===== src/rtl/conv_pkg.sv =====
// Shared constants for the convolution accumulate sequencer: FSM encoding and datapath widths.
package conv_pkg;

  localparam logic [1:0] S_IDLE   = 2'd0;
  localparam logic [1:0] S_ACCUM  = 2'd1;
  localparam logic [1:0] S_OUTPUT = 2'd2;

  localparam int KERNEL_TERMS = 9;
  localparam int OUT_PIXELS   = 4;
  localparam int PIX_W        = 4;
  localparam int PROD_W       = 8;

  // Index width that stays legal when a count of one would otherwise give zero bits.
  function automatic int idx_width(input int n);
    return (n > 1) ? $clog2(n) : 1;
  endfunction

endpackage


===== src/rtl/eight_bit_adder.sv =====
// Plain unsigned 8-bit ripple adder with carry in and carry out.
module eight_bit_adder (
  input  logic [7:0] a,
  input  logic [7:0] b,
  input  logic       cin,
  output logic [7:0] sum,
  output logic       cout
);

  logic [8:0] w_full;

  assign w_full = {1'b0, a} + {1'b0, b} + {8'd0, cin};
  assign sum    = w_full[7:0];
  assign cout   = w_full[8];

endmodule


===== src/rtl/conv_accum_sequencer.sv =====
// Accumulates NUM_TERMS product terms per output pixel through one shared adder and
// hands each finished pixel out over a valid/ready port.
module conv_accum_sequencer
  import conv_pkg::*;
#(
  parameter int NUM_TERMS   = KERNEL_TERMS,
  parameter int NUM_OUTPUTS = OUT_PIXELS,
  parameter bit SATURATE    = 1'b0
) (
  input  logic                                clk,
  input  logic                                rst_n,
  input  logic                                start,
  output logic                                busy,
  input  logic                                prod_valid,
  output logic                                prod_ready,
  input  logic [PROD_W-1:0]                   prod_data,
  output logic                                res_valid,
  input  logic                                res_ready,
  output logic [PROD_W-1:0]                   res_data,
  output logic                                res_ovf,
  output logic [idx_width(NUM_OUTPUTS)-1:0]   res_idx,
  output logic                                done,
  output logic [1:0]                          dbg_state
);

  // Handshakes: a transfer happens on a rising edge where valid and ready are both
  // high; valid never waits on ready, and payload is held stable while valid && !ready.

  localparam int TERM_W = idx_width(NUM_TERMS);
  localparam int IDX_W  = idx_width(NUM_OUTPUTS);

  logic [1:0]        r_state;
  logic [PROD_W-1:0] r_acc;
  logic              r_ovf;
  logic [TERM_W-1:0] r_term_cnt;
  logic [IDX_W-1:0]  r_out_cnt;
  logic              r_done;

  logic [PROD_W-1:0] w_sum;
  logic              w_cout;
  logic [PROD_W-1:0] w_acc_next;
  logic              w_prod_hs;
  logic              w_res_hs;
  logic              w_last_term;
  logic              w_last_pix;

  eight_bit_adder u_add (
    .a    (r_acc),
    .b    (prod_data),
    .cin  (1'b0),
    .sum  (w_sum),
    .cout (w_cout)
  );

  assign w_prod_hs   = (r_state == S_ACCUM) && prod_valid;
  assign w_res_hs    = (r_state == S_OUTPUT) && res_ready;
  assign w_last_term = (r_term_cnt == TERM_W'(NUM_TERMS - 1));
  assign w_last_pix  = (r_out_cnt == IDX_W'(NUM_OUTPUTS - 1));

  // Once a pixel has overflowed in saturate mode it stays pinned at full scale.
  assign w_acc_next = (SATURATE && (w_cout || r_ovf)) ? {PROD_W{1'b1}} : w_sum;

  always_ff @(posedge clk or negedge rst_n) begin
    if (!rst_n) begin
      r_state    <= S_IDLE;
      r_acc      <= '0;
      r_ovf      <= 1'b0;
      r_term_cnt <= '0;
      r_out_cnt  <= '0;
      r_done     <= 1'b0;
    end else begin
      r_done <= 1'b0;
      case (r_state)
        S_IDLE: begin
          if (start) begin
            r_acc      <= '0;
            r_ovf      <= 1'b0;
            r_term_cnt <= '0;
            r_out_cnt  <= '0;
            r_state    <= S_ACCUM;
          end
        end
        S_ACCUM: begin
          if (w_prod_hs) begin
            r_acc <= w_acc_next;
            r_ovf <= r_ovf | w_cout;
            if (w_last_term) begin
              r_term_cnt <= '0;
              r_state    <= S_OUTPUT;
            end else begin
              r_term_cnt <= r_term_cnt + TERM_W'(1);
            end
          end
        end
        S_OUTPUT: begin
          if (w_res_hs) begin
            if (w_last_pix) begin
              r_state <= S_IDLE;
              r_done  <= 1'b1;
            end else begin
              r_out_cnt <= r_out_cnt + IDX_W'(1);
              r_acc     <= '0;
              r_ovf     <= 1'b0;
              r_state   <= S_ACCUM;
            end
          end
        end
        default: r_state <= S_IDLE;
      endcase
    end
  end

  assign busy       = (r_state != S_IDLE);
  assign prod_ready = (r_state == S_ACCUM);
  assign res_valid  = (r_state == S_OUTPUT);
  assign res_data   = res_valid ? r_acc : '0;
  assign res_ovf    = res_valid & r_ovf;
  assign res_idx    = res_valid ? r_out_cnt : '0;
  assign done       = r_done;
  assign dbg_state  = r_state;

endmodule


===== config.mk =====
export PLATFORM = sky130hd
export DESIGN_NAME = conv_accum_sequencer
export DESIGN_NICKNAME = d
export VERILOG_FILES = /design/src/rtl/conv_pkg.sv /design/src/rtl/eight_bit_adder.sv /design/src/rtl/conv_accum_sequencer.sv
export SDC_FILE = /design/constraint.sdc
export NUM_CORES = 1
export LEC_CHECK = 0
export CELL_PAD_IN_SITES_DETAIL_PLACEMENT = 2
export CELL_PAD_IN_SITES_GLOBAL_PLACEMENT = 2
export CORE_ASPECT_RATIO = 1.25
export CORE_MARGIN = 2
export CORE_UTILIZATION = 31
export DETAILED_ROUTE_END_ITERATION = 8
export GPL_ROUTABILITY_DRIVEN = 0
export PLACE_DENSITY_LB_ADDON = 0.1
export SYNTH_ARGS = -nofsm -noshare
export SYNTH_HDL_FRONTEND = slang
export SYNTH_SLANG_ARGS = --single-unit
export TNS_END_PERCENT = 20

===== constraint.sdc =====
create_clock -name clk -period 5.6 [get_ports clk]
set_clock_uncertainty 0.1 [all_clocks]
set_input_delay 1.12 -clock clk [delete_from_list [all_inputs] [get_ports clk]]
set_output_delay 1.12 -clock clk [all_outputs]
set_load 0.05 [all_outputs]

==> results.md, run 1 <==
* Antenna Cells at 0
* CP peak stage delay at approximately 0.80 ns
* Clk slew on worst S/H paths at ~0.080 ns
* Crit. Startpoint: dbg_state[0]
* Core area at ~3800 um2
* VDD IR max at between 0.0002 and 0.00025 V
* Dpl ws at 2.32 ns
* Final min period at 3.40 ns
* Sink Count at 18
* Register bit total from synthesis at 18
* RSZ-0062 raised after global routing: no
* Worst Hold Class: register to register
* Most frequent cells in the layout: 29 x clkdlybuf4s50_1, 18 x dfrtp_1, 15 x nand2_1
* Fin cells at approximately 200
* Die width at about 60 um
* Yosys warnings at 0
* Slew Limit Fails at 0
* Hold Vio Cnt, Final at 0
* Worst-margin pin slew at approximately 0.88 ns
* Die Y at 73.9 um
* First-pass GRT wire length at 5760 um
* MaxCap Viol Count at 0
* Critical path class: register to primary output
* Hold Path Origin: r_acc[3]
* Initial core utilization at between 30% and 40%
* Number of global-route vias before repair at 1221
* R2R Path Start: r_acc[2]
* Clock Tree Buf Depth at 2
* Critical Path AT at between 2 and 2.5 ns
* Synth Area per Inst at just over 9 um2
* CP max FO at 11
* Period utilization at around 61%
* Number of synthesized flops with an enable pin at 0
* Detailed-route via count at 1079
* Fmax at between 200 and 300 MHz
* Unique masters post-synth at 35
* Layout area overhead at 32.0%
* Critical path cell sequence: nand2b_4 -> inv_1 -> and2_1 -> clkdlybuf4s50_1
* Final #Nets at around 190
* Post-Syn Instances at 130
* Pwr Total at between 0.7 and 0.8 mW
* Leading cell type in the layout, fill and taps excluded: clkdlybuf4s50_1
* Largest net degree at the start of global routing at 19
* Filler instances at between 400 and 500
* Hold_buf cts at 0
* Total CTS buffers at 3
* Clock root buffer: clkbuf_8
* Async SR Flop Fraction at 100%
* Seq/Total Area, Yosys at 37.2%
* CP endpoint kind: primary output
* DR WL/cell at 16.3 um
* Predominant post-synthesis flop cell: dfrtp_1
* Slew margin rel. at roughly two fifths
* Fin util at between 40% and 50%
* Run status: complete, no violations
* GR Util All Layers at approximately 17%
* Startpoint Class: register
* Die area at 4430 um2
* Post-DP HPWL at 2620 um
* Initial antenna violation count at 0
* Drc violations at 0
* H-tree levels at 1
* IO buf count at 29
* Worst skew pair latency at roughly 0.26 ns
* Drt total wl at about 3300 um
* Io pins at 30
* Design Area, Final at between 1500 and 2000 um2
* Placed Area at around 1500 um2
* Setup ws final at roughly 2.2 ns
* Slowest stage cell, crit path: clkdlybuf4s50_1
* Placed instance count at roughly 200
* Leakage at between 0.7 and 0.8 nW
* Iter 0 DRT Violations at 7
* Drt first pass iters at 4
* CTS tree: yes
* CTS resizes at 0
* Final worst hold slack at 0.415 ns
* Syn_nets at ~160
* Antenna Nets Post-Route at 0
* Share of layout cells above drive strength 1 at under 10%
* Total congestion overflow at 0
* P per Cell Area at roughly 440 nW/um2
* Setup TNS at 0 ns
* Placement row count at 25
* Post-CTS setup buffers at 0
* Final setup fails at 0
* Worst Path Required at between 4 and 5 ns
* Vias per Instance at approximately 5.4
* Synth Cell Area at 1210 um2
[sequential cells by signal, indices dropped and copies added (netlist names)]
register / cells
dbg_state: 2
done: 1
r_acc: 8
r_out_cnt: 2
r_ovf: 1
r_term_cnt: 4
[metal layers]
layer | vias to the layer above | wire (um) | track usage (%)
met2 | 20 | 1750 | 30.9
li1 | 526 | - | -
met1 | 531 | 1420 | 20.9
met4 | 0 | 16 | 4.20
met3 | 2 | 95 | 2.64
met5 | - | 0 | 0
[critical path: cells and delay by family, from the launching register on]
family                 cells  cell delay [ns]
AND/OR/NAND/NOR            2             0.39
buffers and inverters      2             1.08
flip-flops                 1             0.46
[cell type report]
cell class,instances,area (um2),area share [%]
inverters,8,30.0,1.88
multi-input cells,102,724,45.3
clock buffers,4,55.1,3.44
flip-flops and latches,18,450,28.1
repair buffers,29,290,18.1
well taps,40,50.0,3.13
[worst paths after layout]
kind | cells after the start | to | slack [ns]
worst max-delay path | 4 | res_data[1] | 2.20
worst min-delay path | 2 | r_acc[3] | 0.42
worst max register to register | 5 | r_acc[7] | 3.47
worst min register to register | 2 | r_acc[3] | 0.42
max in group asynchronous | 1 | dbg_state[1] | 3.59
min in group asynchronous | 1 | r_term_cnt[3] | 1.26
[kinds of logic after synthesis]
group | after synthesis | synth area share, %
xor gates and xnor gates | 3 | 2.17
muxes | 2 | 1.75
DFF | 18 | 37.2
adders and majority gates | 12 | 13.0
AOI/OAI and AO/OA | 32 | 19.6
buffers and inverters | 10 | 3.10
and+or+nand+nor | 53 | 23.2
[where the power goes]
group	internal [mW]	switching (mW)
Sequential	0.181	0.0483
Clock	0.0625	0.0462
Combinational	0.163	0.210
Total	0.406	0.304
[synth_stat cells (2+ instances only)]
library cell,count,area (um2)
a21o_1,4,30.0
a21oi_1,6,30.0
a32o_1,3,30.0
and2_1,10,62.6
and3_1,2,12.5
clkbuf_1,2,7.51
dfrtp_1,18,450
ha_1,11,138
inv_1,8,30.0
nand2_1,15,56.3
nand2b_1,4,25.0
nand3_1,6,30.0
nor2_1,5,18.8
nor3_1,3,15.0
o21ai_0,8,40.0
o31ai_1,3,22.5
or2_2,2,12.5
or4_1,2,15.0
xnor2_1,2,17.5
Power figures use the tool's default switching activity.
==> inputs of run 2 (changes only) <==
CORE_UTILIZATION = 29   (was 31)
clock period = 3.19 ns   (was 5.6 ns; I/O delays follow)
==> run 2 against run 1 <==
Against the previous run: sequential cell count stayed put; global-route usage is 0.89 points lower; sequential power is 76% higher.
==> results.md, run 2 (same netlist as run 1, synthesis figures left out) <==
* Run status: complete, no violations
* Multi-input gate area at just over 700 um2
* Drt total wl at around 3400 um
* Worst Path Required at ~2.5 ns
* Hold_buf cts at 0
* Layout area overhead at 32.5%
* Share of layout cells above drive strength 1 at under 10%
* MaxCap Viol Count at 0
* Total congestion overflow at 0
* Fmax at between 300 and 400 MHz
* Setup TNS at 0 ns
* Final min period at around 3 ns
* Leakage at between 0.7 and 0.8 nW
* Critical Path AT at between 2 and 2.5 ns
* Period utilization at between 90% and 100%
* Detailed-route via count at roughly 1100
* Register Area at about 450 um2
* Clock Tree Buf Depth at 2
* CTS resizes at 0
* Largest net degree at the start of global routing at 19
* Post-CTS setup buffers at 0
* H-tree levels at 1
* Die width at about 62 um
* Slew margin rel. at between 40% and 50%
* Clk slew on worst S/H paths at 0.07 ns
* Worst skew pair latency at 0.25 ns
* Final setup fails at 0
* Sink Count at 18
* CTS tree: yes
* Initial antenna violation count at 0
* Drc violations at 0
* Hold depth at 1
* DR WL/cell at approximately 16 um
* Leading cell type in the layout, fill and taps excluded: clkdlybuf4s50_1
* Iter 0 DRT Violations at 12
* Most flop-heavy register: r_acc
* Most frequent cells in the layout: 29 x clkdlybuf4s50_1, 18 x dfrtp_1, 15 x nand2_1
* Slew Limit Fails at 0
* VDD IR max at between 0.0003 and 0.0004 V
* Startpoint Class: register
* Clock root buffer: clkbuf_8
* Biggest regs: r_acc (8), r_term_cnt (4)
* Hold Vio Cnt, Final at 0
* Worst-margin pin slew at between 0.8 and 0.9 ns
* GR Util All Layers at roughly 16%
* IO buf count at 29
* Worst Hold Class: register to register
* Total CTS buffers at 3
* Initial core utilization at 29.8%
* Vias per Instance at 5.08
* CP endpoint kind: primary output
* RSZ-0062 raised after global routing: no
* Filler instances at approximately 480
* Max reg flops at 8
* Antenna Nets Post-Route at 0
* P per Cell Area at 752 nW/um2
* Antenna Cells at 0
* Io pins at 30
* Number of global-route vias before repair at 1245
* Post-DP HPWL at 2670 um
* Cell depth of the worst flop-to-flop path at 5
* Die Y at between 70 and 80 um
* Die area at 4720 um2
* CP max FO at 11
* Drt first pass iters at 4
* Final #Nets at about 190
* First-pass GRT wire length at between 5000 and 6000 um
* Placement row count at 26
* Critical path class: register to primary output
* Pwr Total at about 1.2 mW
* Core area at between 4000 and 5000 um2
run 2: layout make-up:
class,instances,share of cell area [%]
Timing Repair Buffer,29,18.1
Multi-Input combinational cell,102,45.1
Clock buffer,3,2.57
Inverter,8,1.87
Sequential cell,18,28.0
Tap cell,56,4.36
run 2: metrics by stage:
step / util, % / hold WS [ns] / cell area, um2 / instances / worst slack (ns)
after floorplan: - / 0.242 / 1210 / 130 / 0.415
after global placement: 38.5 / 0.393 / 1570 / 213 / 0.477
after detailed placement: 38.5 / 0.411 / 1570 / 213 / 0.423
after CTS: 39.5 / 0.428 / 1610 / 216 / 0.147
after global routing: 39.5 / 0.460 / 1610 / 216 / 0.0858
final: 39.5 / 0.425 / 1610 / 216 / 0.223
run 2: worst paths after layout:
path                                end  slack [ns]          from
max                          res_idx[0]        0.22  dbg_state[1]
min                            r_acc[6]        0.42      r_acc[6]
max reg2reg                    r_acc[7]        1.09      r_acc[2]
min reg2reg                    r_acc[6]        0.42      r_acc[6]
max in group asynchronous      r_acc[1]        1.70         rst_n
min in group asynchronous  r_out_cnt[1]        0.77         rst_n
run 2: critical path: stages (launching register included):
cell             delay, ns
dfrtp_1               0.55
nand2b_4              0.11
inv_1                 0.29
and2_1                0.21
clkdlybuf4s50_1       0.81
run 2: where the power goes:
group	switching [mW]	internal, mW
Clock	0.0720	0.0837
Combinational	0.363	0.287
Sequential	0.0849	0.317
run 2: metal layers:
layer / GRT usage, % / vias to the layer above / wire length, um
met5: 0 / - / 0
met4: 4.47 / 0 / 25
met3: 1.70 / 2 / 95
met2: 28.4 / 20 / 1790
met1: 20.2 / 552 / 1450
li1: - / 523 / -
==> inputs of run 3 (changes only) <==
RECOVER_POWER = 100   (was unset)
==> run 3 against run 2 <==
Against the previous run: fmax down 0.75%; largest power group unchanged; clock power barely moved; via count is 0.36% lower.
==> results.md, run 3 (same netlist as run 1, synthesis figures left out) <==
* Vias per Instance at between 5 and 6
* Initial antenna violation count at 0
* DR WL/cell at between 15 and 20 um
* Number of global-route vias before repair at 1245
* Iter 0 DRT Violations at 10
* Clock Tree Buf Depth at 2
* Placement row count at 26
* Worst-margin pin slew at between 0.8 and 0.9 ns
* R2r setup slk at around 1.1 ns
* Slew Limit Fails at 0
* Clock root buffer: clkbuf_8
* First-pass GRT wire length at 5890 um
* Filler instances at 475
* Cell depth of the worst flop-to-flop path at 5
* Drc violations at 0
* Period utilization at around 94%
* RSZ-0062 raised after global routing: no
* R2R Path Start: r_acc[2]
* CP endpoint kind: primary output
* Dpl ws at about 0.42 ns
* Setup TNS at 0 ns
* Die width at 61.8 um
* Final #Nets at between 150 and 200
* Worst Hold Class: register to register
* Reg2reg end: r_acc[7]
* Initial core utilization at 29.8%
* Worst Path Required at 2.45 ns
* Critical Path AT at about 2.3 ns
* Total CTS buffers at 3
* CTS resizes at 0
* Design Area, Final at 1600 um2
* Register Area at approximately 450 um2
* Run status: complete, no violations
* Total congestion overflow at 0
* Drt first pass iters at 4
* Die area at 4720 um2
* Drt total wl at between 3000 and 4000 um
* Final min period at about 3 ns
* Fmax at about 330 MHz
* Sink Count at 18
* Final setup fails at 0
* Antenna Cells at 0
* Antenna Nets Post-Route at 0
* Fin cells at approximately 220
* Pwr Total at about 1.2 mW
* Startpoint Class: register
* P per Cell Area at between 700 and 800 nW/um2
* Post-CTS setup buffers at 0
* Io pins at 30
* GR Util All Layers at around 16%
* Leakage at roughly 0.76 nW
* Most flop-heavy register: r_acc
* Critical path class: register to primary output
* Post-DP HPWL at 2670 um
* CTS tree: yes
* Setup crit end: res_data[6]
* Slew margin rel. at between 40% and 50%
* Hold Vio Cnt, Final at 0
* Setup ws final at 0.200 ns
* Largest net degree at the start of global routing at 19
* Clk slew on worst S/H paths at approximately 0.07 ns
* Placed Area at 1570 um2
* CP max FO at 11
* Share of layout cells above drive strength 1 at 5.00%
* VDD IR max at ~0.00034 V
* Placed instance count at roughly 210
* Crit. Startpoint: dbg_state[1]
* Biggest regs: r_acc (8), r_term_cnt (4)
* Layout area overhead at 31.7%
* Max reg flops at 8
* IO buf count at 29
* Worst skew pair latency at 0.25 ns
* MaxCap Viol Count at 0
* Hold_buf cts at 0
* Most frequent cells in the layout: 18 x dfrtp_1, 18 x dlygate4sd3_1, 15 x nand2_1
* Core area at about 4100 um2
* Detailed-route via count at roughly 1100
* Die Y at about 76 um
* Multi-input gate area at 714 um2
* H-tree levels at 1
[run 3: worst min-delay path by stage]
stage,startpoint,endpoint,slack (ns),depth (start not counted)
2_1_floorplan,rst_n,dbg_state[0],0.24,0
3_3_place_gp,r_term_cnt[3],r_term_cnt[3],0.39,1
3_5_place_dp,r_acc[6],r_acc[6],0.41,1
4_1_cts,r_acc[6],r_acc[6],0.43,1
5_1_grt,r_acc[6],r_acc[6],0.46,1
6_report,r_acc[6],r_acc[6],0.42,1
[run 3: area by class of cell]
class                      instances  share of cell area (%)
clock buffer                       3                    2.59
inverter                           8                    1.88
multi-input combinational        102                    44.7
sequential                        18                    28.2
tap                               56                    4.39
timing repair buffer              29                    18.2
[run 3: worst max-delay path, cell delays in order (launching register included)]
cell,delay (ns)
dfrtp_1,0.56
nand2b_4,0.11
inv_1,0.29
and2_1,0.18
dlygate4sd3_1,0.87
[run 3: metal layers]
layer | GRT usage (%) | part of all wire (%) | up-vias
li1 | - | - | 521
met1 | 20.2 | 43 | 550
met2 | 28.4 | 53 | 20
met3 | 1.70 | 2.8 | 2
met4 | 4.47 | 0.71 | 0
met5 | 0 | 0 | -
[run 3: power by group]
part	switching [mW]	internal (mW)	total, mW
combinational	0.356	0.274	0.631
clock	0.0723	0.0837	0.156
sequential	0.0841	0.317	0.402
[run 3: per-stage QoR]
stage,utilization [%],hold slack (ns)
after floorplan,-,0.242
after global placement,38.5,0.393
after detailed placement,38.5,0.411
after CTS,39.5,0.428
after global routing,39.3,0.460
final,39.3,0.419
